**src/rtl/fetch_redirect_unit.sv**
```systemverilog
`default_nettype none
// ============================================================================
// Module   : fetch_redirect_unit
// Brief    : Fetch stage. Holds the PC, runs the imem req/ack handshake, loads
//            IF/ID, and squashes fetches on redirect/flush.
//            Optional: FETCH_MISALIGN_TRAP_EN traps misaligned redirect targets.
// Revision : 1.0 - initial release
// ============================================================================
module fetch_redirect_unit #(
  parameter int                   PC_WIDTH  = 32,
  parameter int                   IWIDTH    = 32,
  parameter logic [PC_WIDTH-1:0]  RESET_PC  = 32'h0000_0000,
  parameter logic [IWIDTH-1:0]    NOP_INSTR = 32'h0000_0013
) (
  input  logic                fr_clk,
  input  logic                fr_rst,
  input  logic                fr_i_ce,
  input  logic                fr_i_stall,
  input  logic                fr_i_flush,
  input  logic                fr_i_change_pc,
  input  logic [PC_WIDTH-1:0] fr_i_next_pc,
  output logic                fr_o_imem_req,
  output logic [PC_WIDTH-1:0] fr_o_imem_addr,
  input  logic                fr_i_imem_ack,
  input  logic [IWIDTH-1:0]   fr_i_imem_data,
  output logic [IWIDTH-1:0]   fr_o_instr,
  output logic [PC_WIDTH-1:0] fr_o_pc,
  output logic                fr_o_ce
`ifdef FETCH_MISALIGN_TRAP_EN
  ,
  output logic                fr_o_misaligned
`endif
);

  localparam logic [1:0] c_idle = 2'd0;
  localparam logic [1:0] c_wait = 2'd1;
  localparam logic [1:0] c_hold = 2'd2;

  localparam logic [PC_WIDTH-1:0] c_pc_step = PC_WIDTH'(4);

  logic [1:0]          state_q, state_d;
  logic [PC_WIDTH-1:0] pc_q, pc_d;
  logic                squash_q, squash_d;
  logic                req_q, req_d;
  logic [PC_WIDTH-1:0] addr_q, addr_d;
  logic [IWIDTH-1:0]   instr_q, instr_d;
  logic [PC_WIDTH-1:0] opc_q, opc_d;
  logic                ce_q, ce_d;
  logic [IWIDTH-1:0]   buf_instr_q, buf_instr_d;
  logic [PC_WIDTH-1:0] buf_pc_q, buf_pc_d;
  logic                mis_q;
  logic [PC_WIDTH-1:0] w_target;
  logic                w_ack;

`ifdef FETCH_MISALIGN_TRAP_EN
  logic mis_d;
  assign w_target        = fr_i_next_pc;
  assign fr_o_misaligned = mis_q;
`else
  assign mis_q    = 1'b0;
  assign w_target = fr_i_next_pc & ~PC_WIDTH'(3);
`endif

  assign w_ack = (state_q == c_wait) && fr_i_imem_ack;

  // State register and all registered outputs
  always_ff @(posedge fr_clk) begin
    if (fr_rst) begin
      state_q     <= c_idle;
      pc_q        <= RESET_PC;
      squash_q    <= 1'b0;
      req_q       <= 1'b0;
      addr_q      <= RESET_PC;
      instr_q     <= NOP_INSTR;
      opc_q       <= '0;
      ce_q        <= 1'b0;
      buf_instr_q <= NOP_INSTR;
      buf_pc_q    <= '0;
`ifdef FETCH_MISALIGN_TRAP_EN
      mis_q       <= 1'b0;
`endif
    end else begin
      state_q     <= state_d;
      pc_q        <= pc_d;
      squash_q    <= squash_d;
      req_q       <= req_d;
      addr_q      <= addr_d;
      instr_q     <= instr_d;
      opc_q       <= opc_d;
      ce_q        <= ce_d;
      buf_instr_q <= buf_instr_d;
      buf_pc_q    <= buf_pc_d;
`ifdef FETCH_MISALIGN_TRAP_EN
      mis_q       <= mis_d;
`endif
    end
  end

  // Next-state logic
  always_comb begin
    state_d = state_q;
    if (fr_i_change_pc || fr_i_flush) begin
      if ((state_q == c_hold) || w_ack) state_d = c_idle;
    end else begin
      case (state_q)
        c_idle:  if (fr_i_ce && !fr_i_stall && !mis_q) state_d = c_wait;
        c_wait: begin
          if (fr_i_imem_ack) begin
            if (squash_q)         state_d = c_idle;
            else if (!fr_i_stall) state_d = fr_i_ce ? c_wait : c_idle;
            else                  state_d = c_hold;
          end
        end
        c_hold:  if (!fr_i_stall) state_d = c_idle;
        default: state_d = c_idle;
      endcase
    end
  end

  // Datapath / output next values
  always_comb begin
    pc_d        = pc_q;
    squash_d    = squash_q;
    req_d       = req_q;
    addr_d      = addr_q;
    instr_d     = instr_q;
    opc_d       = opc_q;
    ce_d        = fr_i_stall ? ce_q : 1'b0;
    buf_instr_d = buf_instr_q;
    buf_pc_d    = buf_pc_q;
`ifdef FETCH_MISALIGN_TRAP_EN
    mis_d       = mis_q;
`endif
    if (fr_i_change_pc || fr_i_flush) begin
      ce_d    = 1'b0;
      instr_d = NOP_INSTR;
      if (fr_i_change_pc) begin
        pc_d = w_target;
`ifdef FETCH_MISALIGN_TRAP_EN
        mis_d = |fr_i_next_pc[1:0];
`endif
      end
      // An outstanding request must still see its ack; mark it for dropping.
      if (state_q == c_wait) begin
        if (fr_i_imem_ack) begin
          req_d    = 1'b0;
          squash_d = 1'b0;
        end else begin
          squash_d = 1'b1;
        end
      end
    end else begin
      case (state_q)
        c_idle: begin
          if (fr_i_ce && !fr_i_stall && !mis_q) begin
            req_d  = 1'b1;
            addr_d = pc_q;
          end
        end
        c_wait: begin
          if (fr_i_imem_ack) begin
            if (squash_q) begin
              squash_d = 1'b0;
              req_d    = 1'b0;
            end else if (!fr_i_stall) begin
              instr_d = fr_i_imem_data;
              opc_d   = addr_q;
              ce_d    = 1'b1;
              pc_d    = pc_q + c_pc_step;
              if (fr_i_ce) addr_d = pc_q + c_pc_step;
              else         req_d  = 1'b0;
            end else begin
              buf_instr_d = fr_i_imem_data;
              buf_pc_d    = addr_q;
              req_d       = 1'b0;
            end
          end
        end
        c_hold: begin
          if (!fr_i_stall) begin
            instr_d = buf_instr_q;
            opc_d   = buf_pc_q;
            ce_d    = 1'b1;
            pc_d    = pc_q + c_pc_step;
          end
        end
        default: ;
      endcase
    end
  end

  assign fr_o_imem_req  = req_q;
  assign fr_o_imem_addr = addr_q;
  assign fr_o_instr     = instr_q;
  assign fr_o_pc        = opc_q;
  assign fr_o_ce        = ce_q;

endmodule
`default_nettype wire

```
**config.mk**
```make
export PLATFORM = sky130hd
export DESIGN_NAME = fetch_redirect_unit
export DESIGN_NICKNAME = d
export VERILOG_FILES = /design/src/rtl/fetch_redirect_unit.sv
export SDC_FILE = /design/constraint.sdc
export NUM_CORES = 1
export LEC_CHECK = 0
export ABC_AREA = 1
export CAP_MARGIN = 20
export CORE_UTILIZATION = 54
export CTS_BUF_LIST = sky130_fd_sc_hd__clkbuf_4 sky130_fd_sc_hd__clkbuf_8
export CTS_CLUSTER_SIZE = 12
export DETAILED_ROUTE_END_ITERATION = 16
export PLACE_DENSITY = 0.93
export SKIP_CTS_REPAIR_TIMING = 1
export SYNTH_ARGS = -nofsm -noshare
export SYNTH_HDL_FRONTEND = slang
export SYNTH_SLANG_ARGS = --single-unit
```
**constraint.sdc**
```tcl
create_clock -name fr_clk -period 2 [get_ports fr_clk]
set_clock_uncertainty 0.1 [all_clocks]
set_input_delay 0.5 -clock fr_clk [delete_from_list [all_inputs] [get_ports fr_clk]]
set_output_delay 0.5 -clock fr_clk [all_outputs]
set_load 0.02 [all_outputs]
```
== After elaboration in Yosys (flattened, before gate mapping) ==
Index checks and enable logic that the tools add are counted.

* Output and inout port bits: 98
* Word-level logic and storage cells: 97
* Register bits after elaboration: 197

* Mux-type cells: 48
* Bitwise gates (word level): 2
* Reductions and logical operators: 19
* $add $sub $neg: 1
* Equality and inequality tests: 17

{| class="wikitable"
|+ Operator list
! kind !! count
|-
| $mux 32 || 18
|-
| $pmux 32 s2 || 4
|-
| $add 32x3->32 const B || 1
|-
| $ne 2x2->1 const B || 9
|-
| $mux 1 || 16
|-
| $mux 2 || 7
|-
| $reduce_and 6->1 || 2
|-
| $reduce_and 5->1 || 2
|-
| $reduce_and 4->1 || 2
|-
| $reduce_and 7->1 || 1
|-
| $ne 3x2->1 const B || 2
|-
| $ne 3x3->1 const B || 2
|-
| $pmux 2 s3 || 1
|-
| $reduce_bool 2->1 || 3
|-
| $ne 5x4->1 const B || 1
|-
| $pmux 1 s2 || 2
|-
| $reduce_bool 3->1 || 1
|-
| $eq 2x1->1 const B || 1
|-
| $eq 2x2->1 const B || 1
|-
| $logic_and 1x1->1 || 2
|-
| $logic_not 2->1 || 1
|-
| $logic_or 1x1->1 || 2
|-
| $ne 2x1->1 const B || 1
|-
| $not 1->1 || 2
|-
| 3 further kinds || 3
|}

== Logic depth before layout (Yosys ltp) ==
* Depth after elaboration: 6
* Depth in mapped cells: 11
* Mapped depth without buffers: 11

== Worst setup path after synthesis ==
Ideal clock, no wire load.

* Path kind: register -> register
* Start point: reg state_q[0]
* End point: reg instr_q[15] (netlist: fr_o_instr[15])
* Slack: 236 ps
* Data required time: 1784 ps
* Arrival: 1548 ps
* Setup time: 116 ps
* Stages on the path, launching flop included: 12
* Buffers on the path: 3
* Cells stage by stage: dfxtp_1 > inv_1 > ha_1 > buf_4 > nand2_1 > o211ai_2 > nor2_4 > inv_2 > buf_4 > buf_4 > nor2_1 > nor2_1

* Longest elaborated chain between the ends: 3
* Elaborated cells between the ends (all ways): 9
* Those cells by class: 6 x eq/ne; 1 x mux; 2 x reduce/logical

{| class="wikitable"
|+ RTL lines
! element !! line !! RTL
|-
| start, declared || 41 || <nowiki>logic [1:0] state_q, state_d;</nowiki>
|-
| start signal, assigned || 69 || <nowiki>state_q <= c_idle;</nowiki>
|-
| start signal, assigned || 83 || <nowiki>state_q <= state_d;</nowiki>
|-
| $eq 2x2->1 or $eq 2x1->1 (tied branches) || 153 || <nowiki>case (state_q)</nowiki>
|-
| $ne 2x2->1 (no line) or $reduce_bool 2->1 (tied branches) || n/a ||
|-
| $reduce_and 5->1 (no line) || n/a ||
|-
| end signal, assigned || 88 || <nowiki>instr_q <= instr_d;</nowiki>
|-
| end, declared || 46 || <nowiki>logic [IWIDTH-1:0] instr_q, instr_d;</nowiki>
|}

Parallel ways exist; a longest one is shown, timed or not.
A chain may end at the register's enable or synchronous reset.

== Worst setup path in the final report ==
* Start point: reg state_q[1]
* End point: reg buf_instr_q[18]

* Longest elaborated chain between the ends: 2

{| class="wikitable"
|+ RTL lines
! element !! line !! RTL
|-
| $eq 2x1->1 || 153 ||
|-
| $reduce_and 5->1 (no line) || n/a ||
|-
| end signal, assigned || 91 || <nowiki>buf_instr_q <= buf_instr_d;</nowiki>
|-
| end, declared || 49 || <nowiki>logic [IWIDTH-1:0] buf_instr_q, buf_instr_d;</nowiki>
|}

Every way passes these cells.

==> results.cfg <==
[placement]
pre_cts_slack_ps = -293
place_congestion = 0.935
io_buffers = 162
place_inst = 1632
dp_hpwl_um = 17100
place_area_um2 = 11000

[critical_path]
path_cells = inv_2 > ha_2 > inv_2 > nor3_2 > nand3_2 > inv_4 > buf_12 > o21ai_0 > a21oi_1
crit_top_cell = inv_2
cp-start-kind = flop
crit_buf_inv = 4
critPathTopFamily = buffers and inverters
cp_max_fo = 23
crit_path_end_kind = flop
critPathSlowestCell = dfxtp_2
cp.arrival_ps = 2250
crit_type = flop to flop
crit_required_ps = 2280
max_stage_delay_ps = 350

[global_routing]
overflow = 0
grt_util_all_layers = 0.283
grt_max_degree = 79
grt_first_pass_wirelength_um = 40300
grt_pass1_vias = 8337
antenna_found_initial = 0

[layout]
area_delta_synth_final_pct = 29.4
drive_gt1_frac = 0.0994
n_fill_cell = 1228
final_cell_count_no_fill = 1668
diodes = 0
final_area_um2 = 11800
nets = 1513
final_core_util = 0.713

[floorplan]
rows = 47
die_w_um = 132
io-pin-count = 169
die_h_um = 132
initial_core_util = 0.551
core_area_um2 = 16500
die_area_um2 = 17400

[detailed_routing]
via_count = 9463
antenna_left = 0
drt_pass1_iterations = 7
via_per_inst = 5.67
first_iter_violations = 829
drc = 0
drt-wirelength-per-cell_um = 15.7
postRouteWirelength_um = 26200

[clock_network]
clock-sinks = 189
clock_path_buffers = 2
cts_inserted_buffers = 17
cts_tree = built
clkTransAtPathRegs_ps = 100
clk_latency_ps = 460
cts-root-buf = clkbuf_8
cts_max_level = 4

[synth]
synth_area_leaders = dfxtp_1 42%, nand2_1 12%, a21oi_1 10%, o21ai_0 9.3%, nor2_1 4.5%
avgSynthCellArea_um2 = 7.06
yosys_warnings = 0
synth_top_cell_by_area = dfxtp_1
synth_area_um2 = 9110
synth-edff-count = 0
syn_inst = 1290
yosysTopAreaCellShare = 0.415
synth_most_common_cell = nand2_1
synthFlopType = dfxtp_1
synth_common_cells = 300 x nand2_1, 189 x dfxtp_1, 186 x a21oi_1, 169 x o21ai_0, 110 x nor2_1
yosysSeqAreaShare = 0.415
async_flop_share = 0
yosysUniqueCellTypes = 40
ys_seq_elements = 189

[outcome]
outcome = complete, no violations

[sta]
min_period_ps = 1970
drv_slew = 0
setup_violations = 0
fin_hold_ws_ps = 362
finalCritPeriodShare = 0.984
hold_viol = 0
max_clock_freq_ghz = 0.508
setup_slack_ps = 31.4

[power_and_ir_drop]
powerDensity_nw_per_um2 = 849
peakVddDrop_v = 0.000442
p_leak_nw = 6.12

[job]
max_cap_viol_count = 0

[worst_hold_path]
hold_class = flop to flop
==> placed cells by master (no fill, tap or decap), drive strengths merged <==
| cell type | instances |
|---|---|
| nand3 | 63 |
| or2 | 1 |
| clkdlybuf4s50 | 68 |
| o21bai | 1 |
| nand2 | 304 |
| o21ai | 178 |
| conb | 4 |
| o211a | 2 |
| a21oi | 201 |
| xnor2 | 1 |
| o211ai | 6 |
| o22ai | 1 |
| clkinv | 4 |
| xor2 | 13 |
| nand3b | 4 |
| clkinvlp | 4 |
| and2 | 2 |
| clkbuf | 22 |
| ha | 5 |
| buf | 53 |
| a211oi | 1 |
| mux2i | 5 |
| inv | 91 |
| dlymetal6s2s | 94 |
| a311oi | 1 |
| nor2 | 122 |
| nor3 | 4 |
| dfxtp | 189 |
| nand4 | 1 |
| bufinv | 3 |
==> registers in the layout, summed over array words and instances, names as in the netlist <==
signal and count:
buf_instr_q 32, buf_pc_q 30, fr_o_ce 1, fr_o_imem_addr 30, fr_o_imem_req 1, fr_o_instr 32
fr_o_pc 30, pc_q 30, squash_q 1, state_q 2
==> metal layers <==
metal,GRT usage,vias to the layer above,part of all wire
li1,-,4511,-
met1,0.368,4339,0.41
met2,0.466,540,0.48
met3,0.0477,73,0.081
met4,0.110,0,0.027
met5,0,-,0
==> layout make-up <==
type,count,area (um2),share of cell area
clock buffers,20,269,0.0228
clock inverters,10,140,0.0119
inverters,92,354,0.0300
multi-input cells,920,4450,0.378
flip-flops and latches,189,3790,0.322
well taps,220,275,0.0234
repair buffers,217,2500,0.212
==> report_power, final <==
| group | switching (mW) | internal (mW) |
|---|---|---|
| Clock | 1.35 | 1.30 |
| Combinational | 1.86 | 1.16 |
| Sequential | 0.263 | 4.05 |
==> worst min-delay path: stages (launching register included) <==
cell     delay [ps]
dfxtp_1         320
nand2_1          60
a21oi_1          50
==> cells by family (layout without fill, tap and decap cells) <==
| kind of cell | Yosys count | in the layout | share of synthesized area |
|---|---|---|---|
| other | 1 | 4 | 0.000412 |
| buffers and inverters | 184 | 339 | 0.102 |
| XOR/XNOR | 14 | 14 | 0.0135 |
| AND/OR/NAND/NOR | 501 | 501 | 0.230 |
| multiplexers | 5 | 5 | 0.00549 |
| flip-flops | 189 | 189 | 0.415 |
| AO/OA/AOI/OAI | 391 | 391 | 0.226 |
| adder cells (fa/ha/maj) | 5 | 5 | 0.00687 |
==> final timing paths <==
| check | cells past startpoint | slack, ps | endpoint | start |
|---|---|---|---|---|
| max reg2reg | 9 | 30 | buf_instr_q[18]$_SDFFE_PP0P_ | state_q[1]$_SDFFE_PP0P_ |
| max | 9 | 30 | buf_instr_q[18]$_SDFFE_PP0P_ | state_q[1]$_SDFFE_PP0P_ |
| min | 2 | 360 | fr_o_instr[23]$_SDFFE_PP0P_ | fr_o_instr[23]$_SDFFE_PP0P_ |
| min reg2reg | 2 | 360 | fr_o_instr[23]$_SDFFE_PP0P_ | fr_o_instr[23]$_SDFFE_PP0P_ |
==> metrics by stage <==
stage / setup TNS (ps) / total power [mW]
CTS: -4530 / 9.88
global placement: -29170 / 7.20
finish: 0 / 10.0
global route: -170 / 10.5
detailed placement: -32050 / 7.26
floorplan: 0 / 6.21
Note: power is estimated with default switching activity, not from simulation.
